`src/rtl/alu_arbiter.sv`:
```
// alu_arbiter: round-robin sharing of one combinational ALU between two
// requesters. The accepted op is registered, driven to the ALU for one
// cycle, and the captured result is held until the granted port takes it.
//
// Ports:
//   clk, rst_n                  clock, async active-low reset
//   reqN_valid/ready/a/b/ctrl   request handshake and operands, N = 0, 1
//   respN_valid/ready           response handshake, N = 0, 1
//   resp_out/zero/err           shared captured result, qualified by respN_valid
//   alu_a/b/ctrl                registered drive to the shared ALU
//   alu_out/alu_zero            combinational ALU return
module alu_arbiter #(
   parameter int width = 32
) (
   input  logic             clk,
   input  logic             rst_n,
   input  logic             req0_valid,
   output logic             req0_ready,
   input  logic [width-1:0] req0_a,
   input  logic [width-1:0] req0_b,
   input  logic [3:0]       req0_ctrl,
   output logic             resp0_valid,
   input  logic             resp0_ready,
   input  logic             req1_valid,
   output logic             req1_ready,
   input  logic [width-1:0] req1_a,
   input  logic [width-1:0] req1_b,
   input  logic [3:0]       req1_ctrl,
   output logic             resp1_valid,
   input  logic             resp1_ready,
   output logic [width-1:0] resp_out,
   output logic             resp_zero,
   output logic             resp_err,
   output logic [width-1:0] alu_a,
   output logic [width-1:0] alu_b,
   output logic [3:0]       alu_ctrl,
   input  logic [width-1:0] alu_out,
   input  logic             alu_zero
);

   localparam logic [1:0] IDLE = 2'd0;
   localparam logic [1:0] EXEC = 2'd1;
   localparam logic [1:0] RESP = 2'd2;

   logic [1:0]       state_q, state_d;
   logic             ptr_q, ptr_d;
   logic             gnt_q, gnt_d;
   logic [width-1:0] alu_a_q, alu_a_d;
   logic [width-1:0] alu_b_q, alu_b_d;
   logic [3:0]       alu_ctrl_q, alu_ctrl_d;
   logic [width-1:0] resp_out_q, resp_out_d;
   logic             resp_zero_q, resp_zero_d;
   logic             resp_err_q, resp_err_d;

   logic             win0, win1;
   logic             idle;
   logic             ctrl_bad;
   logic             resp_take;

   // ptr_q names the port that wins a tie; a lone valid always wins.
   always_comb begin
      win0 = req0_valid & (~req1_valid | ~ptr_q);
      win1 = req1_valid & (~req0_valid | ptr_q);
   end

   // rst_n gates ready so no handshake is offered while reset is held.
   assign idle       = rst_n & (state_q == IDLE);
   assign req0_ready = idle & win0;
   assign req1_ready = idle & win1;

   assign resp0_valid = (state_q == RESP) & ~gnt_q;
   assign resp1_valid = (state_q == RESP) & gnt_q;
   assign resp_take   = gnt_q ? resp1_ready : resp0_ready;

   assign resp_out  = resp_out_q;
   assign resp_zero = resp_zero_q;
   assign resp_err  = resp_err_q;
   assign alu_a     = alu_a_q;
   assign alu_b     = alu_b_q;
   assign alu_ctrl  = alu_ctrl_q;

   // Codes with no ALU operation behind them.
   always_comb begin
      ctrl_bad = 1'b0;
      case (alu_ctrl_q)
         4'b0110,
         4'b0111,
         4'b1101,
         4'b1111: ctrl_bad = 1'b1;
         default: ctrl_bad = 1'b0;
      endcase
   end

   always_comb begin
      state_d     = state_q;
      ptr_d       = ptr_q;
      gnt_d       = gnt_q;
      alu_a_d     = alu_a_q;
      alu_b_d     = alu_b_q;
      alu_ctrl_d  = alu_ctrl_q;
      resp_out_d  = resp_out_q;
      resp_zero_d = resp_zero_q;
      resp_err_d  = resp_err_q;
      unique case (state_q)
         IDLE: begin
            unique case (1'b1)
               win0: begin
                  alu_a_d    = req0_a;
                  alu_b_d    = req0_b;
                  alu_ctrl_d = req0_ctrl;
                  gnt_d      = 1'b0;
                  ptr_d      = 1'b1;
                  state_d    = EXEC;
               end
               win1: begin
                  alu_a_d    = req1_a;
                  alu_b_d    = req1_b;
                  alu_ctrl_d = req1_ctrl;
                  gnt_d      = 1'b1;
                  ptr_d      = 1'b0;
                  state_d    = EXEC;
               end
               default: state_d = IDLE;
            endcase
         end
         EXEC: begin
            resp_out_d  = alu_out;
            resp_zero_d = alu_zero;
            resp_err_d  = ctrl_bad;
            state_d     = RESP;
         end
         RESP: begin
            if (resp_take) begin
               state_d = IDLE;
            end
         end
         default: state_d = IDLE;
      endcase
   end

   always_ff @(posedge clk or negedge rst_n) begin
      if (!rst_n) begin
         state_q     <= IDLE;
         ptr_q       <= 1'b0;
         gnt_q       <= 1'b0;
         alu_a_q     <= '0;
         alu_b_q     <= '0;
         alu_ctrl_q  <= '0;
         resp_out_q  <= '0;
         resp_zero_q <= 1'b0;
         resp_err_q  <= 1'b0;
      end else begin
         state_q     <= state_d;
         ptr_q       <= ptr_d;
         gnt_q       <= gnt_d;
         alu_a_q     <= alu_a_d;
         alu_b_q     <= alu_b_d;
         alu_ctrl_q  <= alu_ctrl_d;
         resp_out_q  <= resp_out_d;
         resp_zero_q <= resp_zero_d;
         resp_err_q  <= resp_err_d;
      end
   end

endmodule
```
`config.mk`:
```
export PLATFORM = sky130hd
export DESIGN_NAME = alu_arbiter
export DESIGN_NICKNAME = d
export VERILOG_FILES = /design/src/rtl/alu_arbiter.sv
export SDC_FILE = /design/constraint.sdc
export NUM_CORES = 1
export LEC_CHECK = 0
export BUFFER_PORTS_ARGS = -buffer_cell sky130_fd_sc_hd__buf_4
export CAP_MARGIN = 10
export CORE_ASPECT_RATIO = 1.1
export CORE_MARGIN = 1
export CORE_UTILIZATION = 40
export CTS_BUF_LIST = sky130_fd_sc_hd__clkbuf_4
export DETAILED_ROUTE_END_ITERATION = 10
export GPL_ROUTABILITY_DRIVEN = 0
export PLACE_DENSITY_LB_ADDON = 0.05
export SLEW_MARGIN = 20
export SYNTH_ARGS = -nofsm -noshare
export SYNTH_HDL_FRONTEND = slang
export SYNTH_SLANG_ARGS = --single-unit
```
`constraint.sdc`:
```
create_clock -name clk -period 1.5 [get_ports clk]
set_input_delay 0.15 -clock clk [delete_from_list [all_inputs] [get_ports clk]]
set_output_delay 0.15 -clock clk [all_outputs]
set_load 0.01 [all_outputs]
```
After elaboration in Yosys (flattened, before gate mapping)
Index checks and enable logic that the tools add are counted.
{"block": "totals", "out_inout_bits": 106, "input_bits": 175, "word_cells": 44, "regBits": 106}
{"block": "op_classes", "n_eq_ne": 7, "n_reduce_logical": 5, "n_mux": 10, "n_bitwise": 13}
{"cell": "$pmux W32 S2", "count": 2}
{"cell": "$eq A4 B3 Y1 const B", "count": 2}
{"cell": "$eq A4 B4 Y1 const B", "count": 2}
{"cell": "$pmux W4 S2", "count": 1}
{"cell": "$and A1 B1 Y1", "count": 7}
{"cell": "$pmux W2 S3", "count": 1}
{"cell": "$not A1 Y1", "count": 4}
{"cell": "$pmux W1 S2", "count": 2}
{"cell": "$reduce_or A4 Y1", "count": 1}
{"cell": "$mux W1", "count": 3}
{"cell": "$eq A2 B1 Y1 const B", "count": 1}
{"cell": "$eq A2 B2 Y1 const B", "count": 1}
{"cell": "$logic_not A2 Y1", "count": 1}
{"cell": "$mux W2", "count": 1}
{"cell": "$ne A2 B2 Y1 const B", "count": 1}
{"cell": "$or A1 B1 Y1", "count": 2}
{"cell": "$reduce_and A2 Y1", "count": 1}
{"cell": "$reduce_bool A2 Y1", "count": 1}
{"cell": "$reduce_or A2 Y1", "count": 1}

Depth between registers and ports, before layout
{"block": "depth", "word_depth": 6, "ltp_mapped": 7, "depth_no_buf": 3}

Worst setup path before layout
OpenSTA, ideal clock, no wires.
{"block": "synth_timing", "path_type": "register to output", "startpoint": "register state_q[0]", "endpoint": "output port req0_ready", "path_stages_with_launch": 5, "setup_slack_ps": 33, "arrival_ps": 1317, "required_time_ps": 1350, "path_cell_list": "dfrtp_1 -> nor2_1 -> buf_2 -> nand2_1 -> a211oi_1"}
{"block": "synth_via", "elab_chain_cells": 3}
{"element": "from (decl)", "line": "45", "source": "logic [1:0] state_q, state_d;"}
{"element": "from (signal assigned)", "line": "153", "source": "state_q <= state_d;"}
{"element": "$logic_not A2 Y1", "line": "67", "source": "assign idle = rst_n & (state_q == IDLE);"}
{"element": "$and A1 B1 Y1", "line": "67"}
{"element": "$and A1 B1 Y1", "line": "68", "source": "assign req0_ready = idle & win0;"}
{"element": "to (decl)", "line": "18", "source": "output logic req0_ready,"}
No other way between the ends.

Final worst setup path
Same ends and word-level chain as after synthesis.

==> summary.txt <==
Run status
  • Status: complete, but fails checks
  • Failing checks: setup timing

Finish
  • Area of the multi-input gates: 1970 sq um
  • Share of layout cells above drive strength 1: 39.1%
  • Area growth from synthesis to layout: 86.2%
  • Filler cells: 848
  • Reg area: 2650 sq um
  • Core Util, Final: 76.2%
  • Nets: 1,096
  • Diode count: 0

Power and ir drop
  • Net Sw Power: 5.72 mW
  • P_int: 9.17 mW
  • Flop pwr share: 34.9%
  • Clock share of power: 11.0%
  • VDD IR-drop max: 0.760 mV
  • Switch share: 38.4%
  • Combinational share of power: 54.2%
  • Power per Cell Area: 1630 nW/um^2
  • Lkg Pwr: 4.09 nW

Worst hold path
  • Worst min path class: in2reg

Clocking
  • Cts bufs inserted: 9
  • CTS clock-pin slew for the worst setup and hold paths: 0.17 ns
  • Clk buf depth: 2
  • CTS H-tree lvls: 3
  • Clock Sinks: 106
  • Clk_lat worst skew: 0.46 ns
  • Root buf cell: clkbuf_4
  • TritonCTS clock tree: built

STA
  • TNS Setup: -0.0444 ns
  • Achievable frequency: 0.650 GHz
  • Final Critical Period: 1.54 ns
  • Fin. Hold Viols: 0
  • Headroom to the max-slew limit: 58.4%
  • Worst-Margin Slew: 0.624 ns
  • Clock Skew: 0.0178 ns
  • RSZ-0062 raised after global routing: true
  • Finish-stage setup viols: 2
  • Max Slew Vio Count: 0
  • Tcrit/Tclk final: 103%
  • Final WS setup: -0.0383 ns

Setup path
  • Cell family with most CP delay: flip-flops
  • Setup Crit Path Kind: reg2out
  • CP max stage cell: dfrtp_1
  • Worst EP arrival: 1.39 ns
  • Req. time, crit path: 1.35 ns
  • Buffers plus inverters on the worst setup path: 1
  • Cell Chain, Critical Path: nor2_4 > nand2_2 > a211oi_2 > buf_4
  • Critical Path Start Type: flop
  • Max FO, Critical Path: 3
  • CP peak stage delay: 0.45 ns
  • Critical Path End Type: primary output

Run
  • Max_cap viols: 0

Synthesis
  • Post-Synthesis Net Count: 667
  • YS warnings: 0
  • Register area share after synthesis: 54.1%
  • Synth Cell Area: 4900 sq um
  • Yosys reg bits: 106
  • Cell count after synthesis: 492
  • Syn Area/Cell: 9.97 sq um
  • Number of distinct library cells after synthesis: 21

Detailed routing
  • Detailed Route WL: 19,900 um
  • Initial DRC count: 385
  • Routed via count: 5,956
  • Post-route ant nets: 0
  • DR pass1 iterations: 4
  • Post-DR vias/cell: 5.51
  • # DRC: 0
  • Routed len/inst: 18.4 um

Die
  • Die area: 12,700 sq um
  • Core ar.: 12,000 sq um
  • Die width: 108 um
  • Num rows: 42
  • # IOs: 281
  • Initial Util: 40.9%
  • Die Ht: 118 um

Global routing
  • Largest net degree at the start of global routing: 107
  • First-pass GRT wire length: 31,200 um
  • Global route total overflow: 0
  • Initial antenna violation count: 0
  • Number of global-route vias before repair: 6,273
  • Tot GR Track Use: 31.3%

Placed design
  • Dpl hpwl: 11,400 um
  • # port buffers: 280
synthesized netlist by cell type (all sizes together):
cell type | number | share of area, %
nor3 | 1 | 0.10
mux2 | 35 | 8.0
a211oi | 1 | 0.15
buf | 23 | 3.4
a31oi | 68 | 8.7
and2b | 1 | 0.15
o21ai | 71 | 7.2
o21a | 1 | 0.15
a21oi | 68 | 6.9
or2 | 1 | 0.13
nand2b | 3 | 0.38
clkbuf | 34 | 2.7
inv | 3 | 0.23
and2 | 1 | 0.18
nand3 | 69 | 7.0
nor2 | 3 | 0.23
nand2 | 3 | 0.23
dfrtp | 106 | 54
worst min-delay path, delay by kind of cell:
kind	cells	cell delay [ns]
compound gates	2	0.26
buf+inv	2	0.21
path summary, 6_finish.rpt:
kind	from	end	slack (ns)	cells after the start
max	state_q[0]	req0_ready	-0.04	4
min	req1_valid	alu_b[28]	0.18	4
max reg2reg	ptr_q	alu_a[31]	0.10	5
min in group asynchronous	rst_n	alu_a[30]	0.38	3
min reg2reg	resp_err	resp_err	0.51	2
max in group asynchronous	rst_n	alu_a[2]	0.69	3
power by group through the flow:
stage               clock network, mW  registers (mW)  logic [mW]
floorplan                           0            5.76        3.19
global placement                    0            5.17        7.31
detailed placement                  0            5.19        7.48
CTS                              1.67            5.15        7.90
global route                     1.76            5.35        8.70
finish                           1.64            5.19        8.06
logic make-up (layout without fill, tap and decap cells):
family	count (synthesis)	in the layout	share of synthesized area (%)
flip-flops	106	106	54.1
buffers and inverters	60	494	6.25
multiplexers	35	35	8.04
AO/OA/AOI/OAI	209	209	23.2
AND/OR/NAND/NOR	82	82	8.45
metal layers:
| metal | up-vias | track usage, % | wire (um) |
|---|---|---|---|
| met3 | 72 | 5.98 | 1420 |
| met4 | 0 | 18.0 | 951 |
| li1 | 2679 | - | - |
| met5 | - | 0 | 0 |
| met1 | 2884 | 35.7 | 7450 |
| met2 | 321 | 54.0 | 10100 |
metrics by stage:
| step | worst slack [ns] | power (mW) | std cells | hold WS, ns | area, sq um |
|---|---|---|---|---|---|
| finish | -0.0383 | 14.9 | 1080 | 0.182 | 9130 |
| global route | -0.115 | 15.8 | 1080 | 0.182 | 9130 |
| floorplan | 0.0333 | 8.95 | 492 | -0.146 | 4900 |
| global placement | 0.132 | 12.5 | 888 | 0.293 | 7170 |
| detailed placement | 0.106 | 12.7 | 888 | 0.288 | 7170 |
| CTS | -0.0844 | 14.7 | 1079 | 0.165 | 9090 |
repair_timing:
item                                   4_1_cts  5_1_grt
hold buffers                               172        0
endpoints found under the hold margin      208        0
buffers inserted                             3        0
gates cloned                                 0        1
setup endpoints to repair                    4       42
resized for setup                            4        5
pin swaps                                    4        3
cell type report:
class | count | share of cell area [%]
Timing Repair Buffer | 475 | 45.4
Sequential cell | 106 | 29.0
Multi-Input combinational cell | 326 | 21.6
Tap cell | 154 | 2.11
Clock inverter | 7 | 1.01
Clock buffer | 9 | 0.740
Inverter | 3 | 0.123
sequential cells by signal, indices dropped and copies added, names as in the netlist:
signal / cells
state_q: 2
gnt_q: 1
resp_zero: 1
ptr_q: 1
alu_a: 32
alu_ctrl: 4
resp_err: 1
resp_out: 32
alu_b: 32
placed cells by master, fill, tap and decap left out:
cell,netlist,final
a211oi_2,0,1
a21oi_1,68,68
a31oi_1,68,68
and2_4,1,1
and2b_4,0,1
buf_12,0,9
buf_4,0,288
buf_6,8,5
bufinv_16,0,2
clkbuf_16,0,1
clkbuf_4,0,9
clkinv_1,0,1
clkinv_2,0,1
clkinvlp_4,0,2
dfrtp_1,106,106
dlygate4sd3_1,0,172
inv_1,3,2
inv_2,0,1
inv_6,0,1
mux2_2,35,35
nand2_1,3,2
nand2_2,0,1
nand2b_1,3,2
nand2b_2,0,1
nand3_1,69,69
nor2_1,3,2
nor2_4,0,1
nor3_2,0,1
o21a_1,1,1
o21ai_0,69,69
o21ai_1,2,2
or2_2,0,1
No activity file was read; power rests on OpenSTA's default activity.
